File: config.mk
export PLATFORM = sky130hd
export DESIGN_NAME = sram_arbiter
export DESIGN_NICKNAME = d
export VERILOG_FILES = /design/src/rtl/sram_arbiter.sv
export SDC_FILE = /design/constraint.sdc
export NUM_CORES = 1
export LEC_CHECK = 0
export ABC_AREA = 1
export BUFFER_PORTS_ARGS = -buffer_cell sky130_fd_sc_hd__buf_2
export CORE_MARGIN = 3
export CORE_UTILIZATION = 48
export CTS_CLUSTER_DIAMETER = 60
export CTS_CLUSTER_SIZE = 12
export DETAILED_ROUTE_END_ITERATION = 6
export PLACE_DENSITY = 0.88
export SLEW_MARGIN = 10
export SYNTH_ARGS = -nofsm -noshare
export SYNTH_HDL_FRONTEND = slang
export SYNTH_SLANG_ARGS = --single-unit
export TNS_END_PERCENT = 20
File: constraint.sdc
create_clock -name clk -period 6.6 [get_ports clk]
set_clock_uncertainty 0.15 [all_clocks]
set_input_delay 0.33 -clock clk [delete_from_list [all_inputs] [get_ports clk]]
set_output_delay 0.33 -clock clk [all_outputs]
set_load 0.03 [all_outputs]
File: src/rtl/sram_arbiter.sv
// sram_arbiter: fixed-priority (data over instruction) arbiter sharing one SRAM controller between two masters
//   clk, rstn          : clock, synchronous active-low reset
//   i_*  (instruction) : req/addr/w_rb/acc/wdata in; rdata/resp/fault out
//   d_*  (data)        : same as i_*; wins when both are pending
//   s_*  (controller)  : req/addr/w_rb/acc/wdata out; rdata/resp/fault in (s_fault valid in the s_req cycle)
`ifndef SRAM_VA_WIDTH
`define SRAM_VA_WIDTH 16
`endif
`ifndef BUS_WIDTH
`define BUS_WIDTH 32
`endif
`ifndef BUS_ACC_WIDTH
`define BUS_ACC_WIDTH 2
`endif
`ifndef BUS_ACC_1B
`define BUS_ACC_1B 2'd0
`endif
`ifndef BUS_ACC_2B
`define BUS_ACC_2B 2'd1
`endif
`ifndef BUS_ACC_4B
`define BUS_ACC_4B 2'd2
`endif

module sram_arbiter #(
    parameter int AW   = `SRAM_VA_WIDTH,
    parameter int DW   = `BUS_WIDTH,
    parameter int ACCW = `BUS_ACC_WIDTH
) (
    input  logic            clk,
    input  logic            rstn,
    input  logic            i_req,
    input  logic [AW-1:0]   i_addr,
    input  logic            i_w_rb,
    input  logic [ACCW-1:0] i_acc,
    input  logic [DW-1:0]   i_wdata,
    output logic [DW-1:0]   i_rdata,
    output logic            i_resp,
    output logic            i_fault,
    input  logic            d_req,
    input  logic [AW-1:0]   d_addr,
    input  logic            d_w_rb,
    input  logic [ACCW-1:0] d_acc,
    input  logic [DW-1:0]   d_wdata,
    output logic [DW-1:0]   d_rdata,
    output logic            d_resp,
    output logic            d_fault,
    output logic            s_req,
    output logic [AW-1:0]   s_addr,
    output logic            s_w_rb,
    output logic [ACCW-1:0] s_acc,
    output logic [DW-1:0]   s_wdata,
    input  logic [DW-1:0]   s_rdata,
    input  logic            s_resp,
    input  logic            s_fault
);
    typedef enum logic [1:0] {IDLE, ISSUE, WAIT} state_t;

    state_t          state_q, state_d;
    logic            own_q, own_d;
    logic            i_v_q, i_v_d, d_v_q, d_v_d;
    logic [AW-1:0]   i_addr_q, d_addr_q;
    logic            i_w_rb_q, d_w_rb_q;
    logic [ACCW-1:0] i_acc_q, d_acc_q;
    logic [DW-1:0]   i_wdata_q, d_wdata_q;
    logic            done, i_busy, d_busy, i_load, d_load;

    // A transaction ends on a fault in ISSUE or a response in WAIT; the owner may queue its next request in that cycle.
    assign done   = (state_q == ISSUE && s_fault) || (state_q == WAIT && s_resp);
    assign i_busy = state_q != IDLE && !own_q;
    assign d_busy = state_q != IDLE && own_q;
    assign i_load = rstn && i_req && (i_busy ? done : !i_v_q);
    assign d_load = rstn && d_req && (d_busy ? done : !d_v_q);

    always_ff @(posedge clk) begin
        if (!rstn) begin
            state_q <= IDLE;
            own_q   <= 1'b0;
            i_v_q   <= 1'b0;
            d_v_q   <= 1'b0;
        end else begin
            state_q <= state_d;
            own_q   <= own_d;
            i_v_q   <= i_v_d;
            d_v_q   <= d_v_d;
        end
    end

    // Payload is qualified by the valid bits, so it is left out of reset.
    always_ff @(posedge clk) begin
        if (i_load) begin
            i_addr_q  <= i_addr;
            i_w_rb_q  <= i_w_rb;
            i_acc_q   <= i_acc;
            i_wdata_q <= i_wdata;
        end
        if (d_load) begin
            d_addr_q  <= d_addr;
            d_w_rb_q  <= d_w_rb;
            d_acc_q   <= d_acc;
            d_wdata_q <= d_wdata;
        end
    end

    // Master-facing pulses are gated by rstn so a reset cycle never completes a transaction.
    always_comb begin
        state_d = state_q;
        own_d   = own_q;
        i_v_d   = i_v_q;
        d_v_d   = d_v_q;
        s_req   = 1'b0;
        i_resp  = 1'b0;
        d_resp  = 1'b0;
        i_fault = 1'b0;
        d_fault = 1'b0;
        case (state_q)
            IDLE: begin
                if (i_v_q || d_v_q) begin
                    state_d = ISSUE;
                    own_d   = d_v_q;
                end
            end
            ISSUE: begin
                s_req   = rstn;
                i_v_d   = own_q ? i_v_q : 1'b0;
                d_v_d   = own_q ? 1'b0 : d_v_q;
                i_fault = rstn && !own_q && s_fault;
                d_fault = rstn && own_q && s_fault;
                state_d = s_fault ? IDLE : WAIT;
            end
            WAIT: begin
                i_resp  = rstn && !own_q && s_resp;
                d_resp  = rstn && own_q && s_resp;
                state_d = s_resp ? IDLE : WAIT;
            end
            default: state_d = IDLE;
        endcase
        if (i_load) i_v_d = 1'b1;
        if (d_load) d_v_d = 1'b1;
    end

    // The owner's buffer cannot be reloaded before its transaction ends, so these stay stable through WAIT.
    assign s_addr  = own_q ? d_addr_q : i_addr_q;
    assign s_w_rb  = own_q ? d_w_rb_q : i_w_rb_q;
    assign s_acc   = own_q ? d_acc_q : i_acc_q;
    assign s_wdata = own_q ? d_wdata_q : i_wdata_q;
    assign i_rdata = i_resp ? s_rdata : '0;
    assign d_rdata = d_resp ? s_rdata : '0;
endmodule

## After elaboration in Yosys (flattened, before gate mapping)

Cells that the tools add are included.

- Flip-flop bits (word level): 107
- Output and inout bits: 120
- Input port bits: 140

- Equality and inequality tests: 4
- Reduce and logical (&&, ||, !) cells: 27
- Muxes and demuxes: 23

Operators with widths:

| cell | count |
|---|---|
| 2-to-1 mux 32 bit | 3 |
| 2-to-1 mux 16 bit | 1 |
| logical AND 1 bit | 14 |
| 2-to-1 mux 1 bit | 14 |
| 2-to-1 mux 2 bit | 4 |
| nonzero test 2 bit | 4 |
| case mux 2 bit (3 select lines) | 1 |
| AND reduction 2 bit | 3 |
| logical NOT 1 bit | 3 |
| equality test 2 x 1 -> 1 bit (second input constant) | 1 |
| equality test 2 bit (second input constant) | 1 |
| logical NOT 2 bit | 1 |
| logical OR 1 bit | 2 |
| != test 2 x 1 -> 1 bit (second input constant) | 1 |
| != test 2 bit (second input constant) | 1 |

## Depth between registers and ports, before layout

Gate-level depths: netlist of the first run.

- Depth after elaboration: 7
- Depth in mapped cells: 7
- Mapped depth without buffers: 6

## Worst setup path before layout of the first run

Ideal clock, no wire load.

- Kind: register to register
- Start: register state_q[1]
- End: register d_acc_q[0], enable pin
- Slack: 4.267 ns
- Data arrival time: 1.778 ns
- Clock period less this slack: 2.333 ns
- Setup time: 0.405 ns
- Cell stages (with the launch flop): 6
- Data required time: 6.045 ns
- Cell sequence: dfxtp_1 -> nor2_1 -> nor2_1 -> nand3_1 -> nand3_1 -> inv_1

- Longest elaborated chain between the ends: 5

RTL lines:

| what | line | RTL |
|---|---|---|
| start: declaration | 59 | `state_t state_q, state_d;` |
| start signal: assignment | 82 | `state_q <= state_d;` |
| equality test 2 x 1 -> 1 bit or equality test 2 bit (tied branches) | 69 | `assign done = (state_q == ISSUE && s_fault) \|\| (state_q == WAIT && s_resp);` |
| logical AND 1 bit | 69 |  |
| logical OR 1 bit | 69 |  |
| 2-to-1 mux 1 bit * | 73 | `assign d_load = rstn && d_req && (d_busy ? done : !d_v_q);` |
| logical AND 1 bit * | 73 |  |
| net d_load | 66 | `logic done, i_busy, d_busy, i_load, d_load;` |
| end signal: assignment | 100 | `d_acc_q <= d_acc;` |
| end: declaration | 64 | `logic [ACCW-1:0] i_acc_q, d_acc_q;` |

The timed path passes the listed nets; every way through them passes the cells marked *.
A chain may end at the register's enable or synchronous reset.

## Worst setup path in the final report of the first run

- Start: register own_q
- End: register d_wdata_q[5], enable pin

- Longest elaborated chain between the ends: 3

RTL lines:

| what | line | RTL |
|---|---|---|
| start: declaration | 60 | `logic own_q, own_d;` |
| start signal: assignment | 83 | `own_q <= own_d;` |
| logical AND 1 bit | 71 | `assign d_busy = state_q != IDLE && own_q;` |
| 2-to-1 mux 1 bit | 73 |  |
| logical AND 1 bit | 73 |  |
| net d_load | 66 |  |
| end signal: assignment | 101 | `d_wdata_q <= d_wdata;` |
| end: declaration | 65 | `logic [DW-1:0] i_wdata_q, d_wdata_q;` |

The timed path passes the listed nets, and every way through them passes these cells.

==> impl_results.md, run 1 <==
* Async S/R FF share, synth at 0
* Worst hold-check path type: in -> reg
* Drt pass-1 iters at 5
* WL met1 at 4.73 mm
* First-pass GRT wire length at 22.3 mm
* Setup WS post-layout at 3.11 ns
* Detail-routed via count per cell at 4.80
* Max layer used: met4
* CTS clk-pin slew, worst paths at 0.10 ns
* WP data arrival at 3.33 ns
* Max-cap viol count at 0
* Slew Viols, Final at 0
* P_leak at 3.50 nW
* Period utilization at 0.529
* Htree depth at 3
* Initial core utilization at 0.497
* Crit path required time at 6.44 ns
* Final core occ at 0.770
* Clock tree sinks at 107
* Synthesized cell area at 4630 um2
* Largest net degree at the start of global routing at 59
* Final hold viol count at 0
* Initial antenna violation count at 1
* Core Region at 9330 um2
* VDD IR-drop max at 0.163 mV
* DRT antenna net count at 0
* Outcome: finished clean
* Final Critical Period at 3.49 ns
* Max Clk Rate at 286 MHz
* WL/cell at 16.1 um
* Synthesized net count at 558
* Cell Rows at 35
* RSZ-0062 raised after global routing: no
* Nets@finish at 911
* Power Density at 216 nW/um2
* Yosys reg bits at 107
* Number of enable flip-flop cells after synthesis at 102
* Total congestion overflow at 0
* Root buffer cell: clkbuf_8
* Routed wl met3 at 1.31 mm
* Worst reg-to-reg setup slack at 3.11 ns
* Routed via count at 4357
* Ys Warns at 0
* Num CTS Buffers at 9
* Most common cell in the netlist: nand2_1
* Rel. slew slack at 0.225
* Total GRT Usage at 0.264
* Sequential fraction of the synthesis area at 0.683
* DP Worst Slack at 3.13 ns
* CP Capture Type: flop
* Clk Latency, worst-skew pair at 0.36 ns
* Worst-path fanout max at 58
* Syn avg cell area at 11.1 um2
* Chip Width at 104 um
* Drt total wl at 14.6 mm
* Met2 routed WL at 7.96 mm
* Die ar. at 10900 um2
* Hpwl dp at 8.77 mm
* Least-Margin Pin Slew at 1.16 ns
* Final setup viols at 0
* Top cells by area, synth: edfxtp_1, nand2_1, nor2_4
* I/O pins at 260
* Worst setup path category: reg -> reg
* Clock buffer depth at 2
* Synth Flop Type: edfxtp_1
* Initial DRC Count at 292
* Setup Total Neg Slack at 0 ns
* Post-Synthesis Cells at 418
* Post-CTS sizing at 0
* Cells after DPL at 789
* CTS tree: built
* Die Ht at 104 um
* Synth unique cells at 19
* Vias in the first global route at 4473
* Area share of the largest cell type after synthesis at 0.661
* Synth area leader: edfxtp_1
* DRC Markers at 0
* Post-synth top cells: nand2_1, edfxtp_1, nor2_1, inv_1, nor2_4
* PortBufs at 259
* Layout cells sized above 1 at 0.409
* Startpoint types: flop
* Non-Filler Instances at 907
* Layout area overhead at 55.0%
* Routability cong. at 0.875
layer usage:
layer	global-route usage	up-vias
li1	-	2029
met1	0.263	2015
met2	0.502	267
met3	0.0726	46
met4	0.127	0
met5	0	-
registers in the layout, indices dropped and copies added (netlist names):
signal / flops
d_acc_q: 2
state_q: 2
d_wdata_q: 32
i_wdata_q: 32
i_v_q: 1
d_v_q: 1
i_addr_q: 16
d_addr_q: 16
i_w_rb_q: 1
d_w_rb_q: 1
own_q: 1
i_acc_q: 2
final cells by class:
type                    instances  area (um2)
multi-input cells             250        1160
diodes                          2        5.00
clock buffers                  10         128
well taps                     129         161
inverters                      44         168
flip-flops and latches        107        3160
repair buffers                359        2300
fillers                       584        2150
clock inverters                 6        96.3
worst paths after layout:
kind | from | to | cells after the start
worst max register to register | own_q | d_wdata_q[5] | 4
worst min register to register | d_v_q | own_q | 2
worst max-delay path | own_q | d_wdata_q[5] | 4
worst min-delay path | d_acc[0] | d_acc_q[0] | 1
placed cells by master, fill, tap and decap left out:
cell,synthesis,routed
a21oi_1,3,3
buf_2,6,259
bufinv_16,0,2
clkbuf_1,5,1
clkbuf_8,0,9
clkinv_4,0,1
clkinvlp_4,0,1
dfxtp_1,5,4
dfxtp_2,0,1
diode_2,0,2
dlygate4sd3_1,0,100
edfxtp_1,102,102
inv_1,39,37
inv_2,4,6
inv_4,1,1
inv_6,0,1
inv_8,0,1
nand2_1,160,160
nand3_1,5,5
nand3_4,1,1
nor2_1,41,41
nor2_2,15,15
nor2_4,18,18
nor2_8,1,1
o21ai_0,5,5
o22ai_1,1,1
where the power goes:
group,internal [W],switching [W],total [W]
combinational,0.000112,0.000182,0.000294
clock,0.000219,0.000233,0.000452
sequential,0.000788,0.0000197,0.000808
worst max-delay path, stage by stage (launching register included):
cell and delay, ns:
dfxtp_2 1.00, inv_2 0.63, o21ai_0 0.32, nand3_1 0.15, inv_2 0.82
cells by family (layout without fill, tap and decap cells):
family	Yosys count	after routing	share of synthesized area
buffers and inverters	61	419	0.0670
flip-flops	107	107	0.683
other	0	2	0
AND/OR/NAND/NOR	241	241	0.240
AO/OA/AOI/OAI	9	9	0.00999
metrics by stage:
step	hold slack [ns]	instance area, um2	power, W
after detailed placement	0.328	5950	0.00106
after floorplan	0.279	4630	0.000963
after CTS	0.00140	7140	0.00154
after global routing	0.00106	7180	0.00161
after global placement	0.322	5950	0.00105
final	0.0139	7180	0.00155
repair_timing:
| item | in CTS | in global routing |
|---|---|---|
| hold buffers | 97 | 3 |
| buffers inserted | 0 | 0 |
| endpoints found under the hold margin | 97 | 3 |
Power figures use the tool's default switching activity.
==> run 2, diff against run 1 <==
--- a/config.mk
+++ b/config.mk
@@ -8,11 +8,11 @@
 export ABC_AREA = 1
 export BUFFER_PORTS_ARGS = -buffer_cell sky130_fd_sc_hd__buf_2
 export CORE_MARGIN = 3
-export CORE_UTILIZATION = 48
+export CORE_UTILIZATION = 44
 export CTS_CLUSTER_DIAMETER = 60
 export CTS_CLUSTER_SIZE = 12
 export DETAILED_ROUTE_END_ITERATION = 6
-export PLACE_DENSITY = 0.88
+export PLACE_DENSITY = 0.82
 export SLEW_MARGIN = 10
 export SYNTH_ARGS = -nofsm -noshare
 export SYNTH_HDL_FRONTEND = slang
==> constraint.sdc (replaced) <==
create_clock -name clk -period 3.28 [get_ports clk]
set_clock_uncertainty 0.15 [all_clocks]
set_input_delay 0.164 -clock clk [delete_from_list [all_inputs] [get_ports clk]]
set_output_delay 0.164 -clock clk [all_outputs]
set_load 0.03 [all_outputs]
==> run 2 against run 1 <==
Against the previous run: cell area is 0.54% higher; die area is 8.6% higher; largest power group unchanged; sequential power is 100% higher; worst hold slack improved by 0.050 ns; clock-buffer cell count unchanged; flip-flop and latch count unchanged; first-iteration DRC count rose by 30%; non-clock buffer count rose by 11; wire length up 6.5%; core utilization is 4.8 points lower.
==> impl_results.md, run 2 (synthesis gave the netlist of run 1 again) <==
* Power Density at 405 nW/um2
* Area of the multi-input gates at 1160 um2
* Layout area overhead at 55.8%
* Period utilization at 0.850
* Worst setup path category: reg -> out
* Fill count at 640
* Initial DRC Count at 380
* Root buffer cell: clkbuf_8
* Chip Width at 109 um
* Vias in the first global route at 4434
* Largest registers: d_wdata_q: 32 flops, i_wdata_q: 32 flops
* Max-cap viol count at 0
* P_leak at 3.53 nW
* CP Capture Type: output port
* Die ar. at 11800 um2
* Clock buffer depth at 2
* Final setup viols at 0
* Outcome: finished clean
* Final Critical Period at 2.79 ns
* Max Clk Rate at 359 MHz
* Layout cells sized above 1 at 0.408
* First-pass GRT wire length at 22.6 mm
* Buffers and inverters on the worst path at 4
* Routed via count at 4438
* Post-CTS sizing at 0
* Num CTS Buffers at 9
* Most common cell after layout, fill and taps aside: buf_2
* Detail-routed via count per cell at 4.81
* Total congestion overflow at 0
* Max incr delay on CP at 0.67 ns
* Clock tree sinks at 107
* Slowest CP cell: dfxtp_2
* Rel. slew slack at 0.540
* Crit path required time at 2.97 ns
* Initial core utilization at 0.463
* Worst hold-check path type: in -> reg
* Largest net degree at the start of global routing at 52
* Worst-path fanout max at 33
* CP Cell Sequence: buf_4, nor2_2, inv_2, nor2_8, inv_4, nor2_1, buf_2
* PortBufs at 259
* Setup Total Neg Slack at 0 ns
* WL/cell at 16.9 um
* Crit-path leading delay family: buffers and inverters
* CTS clk-pin slew, worst paths at 0.09 ns
* Final core occ at 0.722
* Total GRT Usage at 0.257
* WP data arrival at 2.47 ns
* Slew Viols, Final at 0
* Initial antenna violation count at 0
* Least-Margin Pin Slew at 0.689 ns
* Core Region at 10000 um2
* Cells after DPL at 798
* Htree depth at 3
* DRT antenna net count at 0
* Drt pass-1 iters at 5
* Non-Filler Instances at 922
* CTS tree: built
* Die Ht at 109 um
* Cell Rows at 36
* Nets@finish at 922
* Most frequent cells in the layout: buf_2, nand2_1, dlygate4sd3_1, edfxtp_1, nor2_1
* Clk Latency, worst-skew pair at 0.35 ns
* Hpwl dp at 9.38 mm
* I/O pins at 260
* Final hold viol count at 0
* Startpoint types: flop
* Drt total wl at 15.5 mm
* Routability cong. at 0.792
* RSZ-0062 raised after global routing: no
* Sequential Area at 3160 um2
* Total power at 0.00292 W
* DRC Markers at 0
* VDD IR-drop max at 0.392 mV
[run 2: area by class of cell]
cell class              instances  share of cell area
well taps                     133              0.0231
inverters                      44              0.0232
clock buffers                  10              0.0177
diodes                          2            0.000693
clock inverters                 6             0.00451
flip-flops and latches        107               0.438
repair buffers                370               0.332
multi-input cells             250               0.161
[run 2: what timing repair did]
item | in CTS | in global routing
hold buffers | 106 | 0
setup buffers | 0 | 0
endpoints found under the hold margin | 107 | 0
[run 2: per-layer routing]
layer  routed length, um  vias to the layer above  share of wire  GRT usage
met5                   0                        -              0          0
met4                 366                        0          0.024     0.0893
met3                1590                       30           0.10     0.0610
met2                8410                      335           0.54      0.489
met1                5170                     2023           0.33      0.278
li1                    -                     2050              -          -
[run 2: power breakdown]
group          leakage (nW)  total [W]  switching (W)  internal (W)
logic                  2.46   0.000622       0.000387      0.000234
registers             0.990    0.00162      0.0000319       0.00158
clock network        0.0872   0.000687       0.000416      0.000271
total                  3.53    0.00292       0.000835       0.00209
[run 2: path summary, 6_finish.rpt]
check	from	cells after the start	slack, ns	endpoint
setup / recovery	own_q	7	0.49	i_rdata[31]
hold / removal	i_req	5	0.06	i_v_q
setup reg to reg	own_q	6	0.74	i_addr_q[9]
hold reg to reg	d_v_q	2	0.35	own_q
[run 2: tightest hold or removal path, cell delays in order]
cell and delay [ns]:
buf_2 0.09, nand2_1 0.05, inv_1 0.04, nand3_1 0.10
a21oi_1 0.07
[run 2: through the flow]
step                      instance area (um2)  hold slack [ns]  setup WS [ns]
after global placement                   5990            0.191          0.824
after global routing                     7210           0.0923          0.336
after detailed placement                 5990            0.192          0.760
after CTS                                7210           0.0408          0.507
final                                    7220           0.0641          0.491
after floorplan                          4630            0.113          0.947
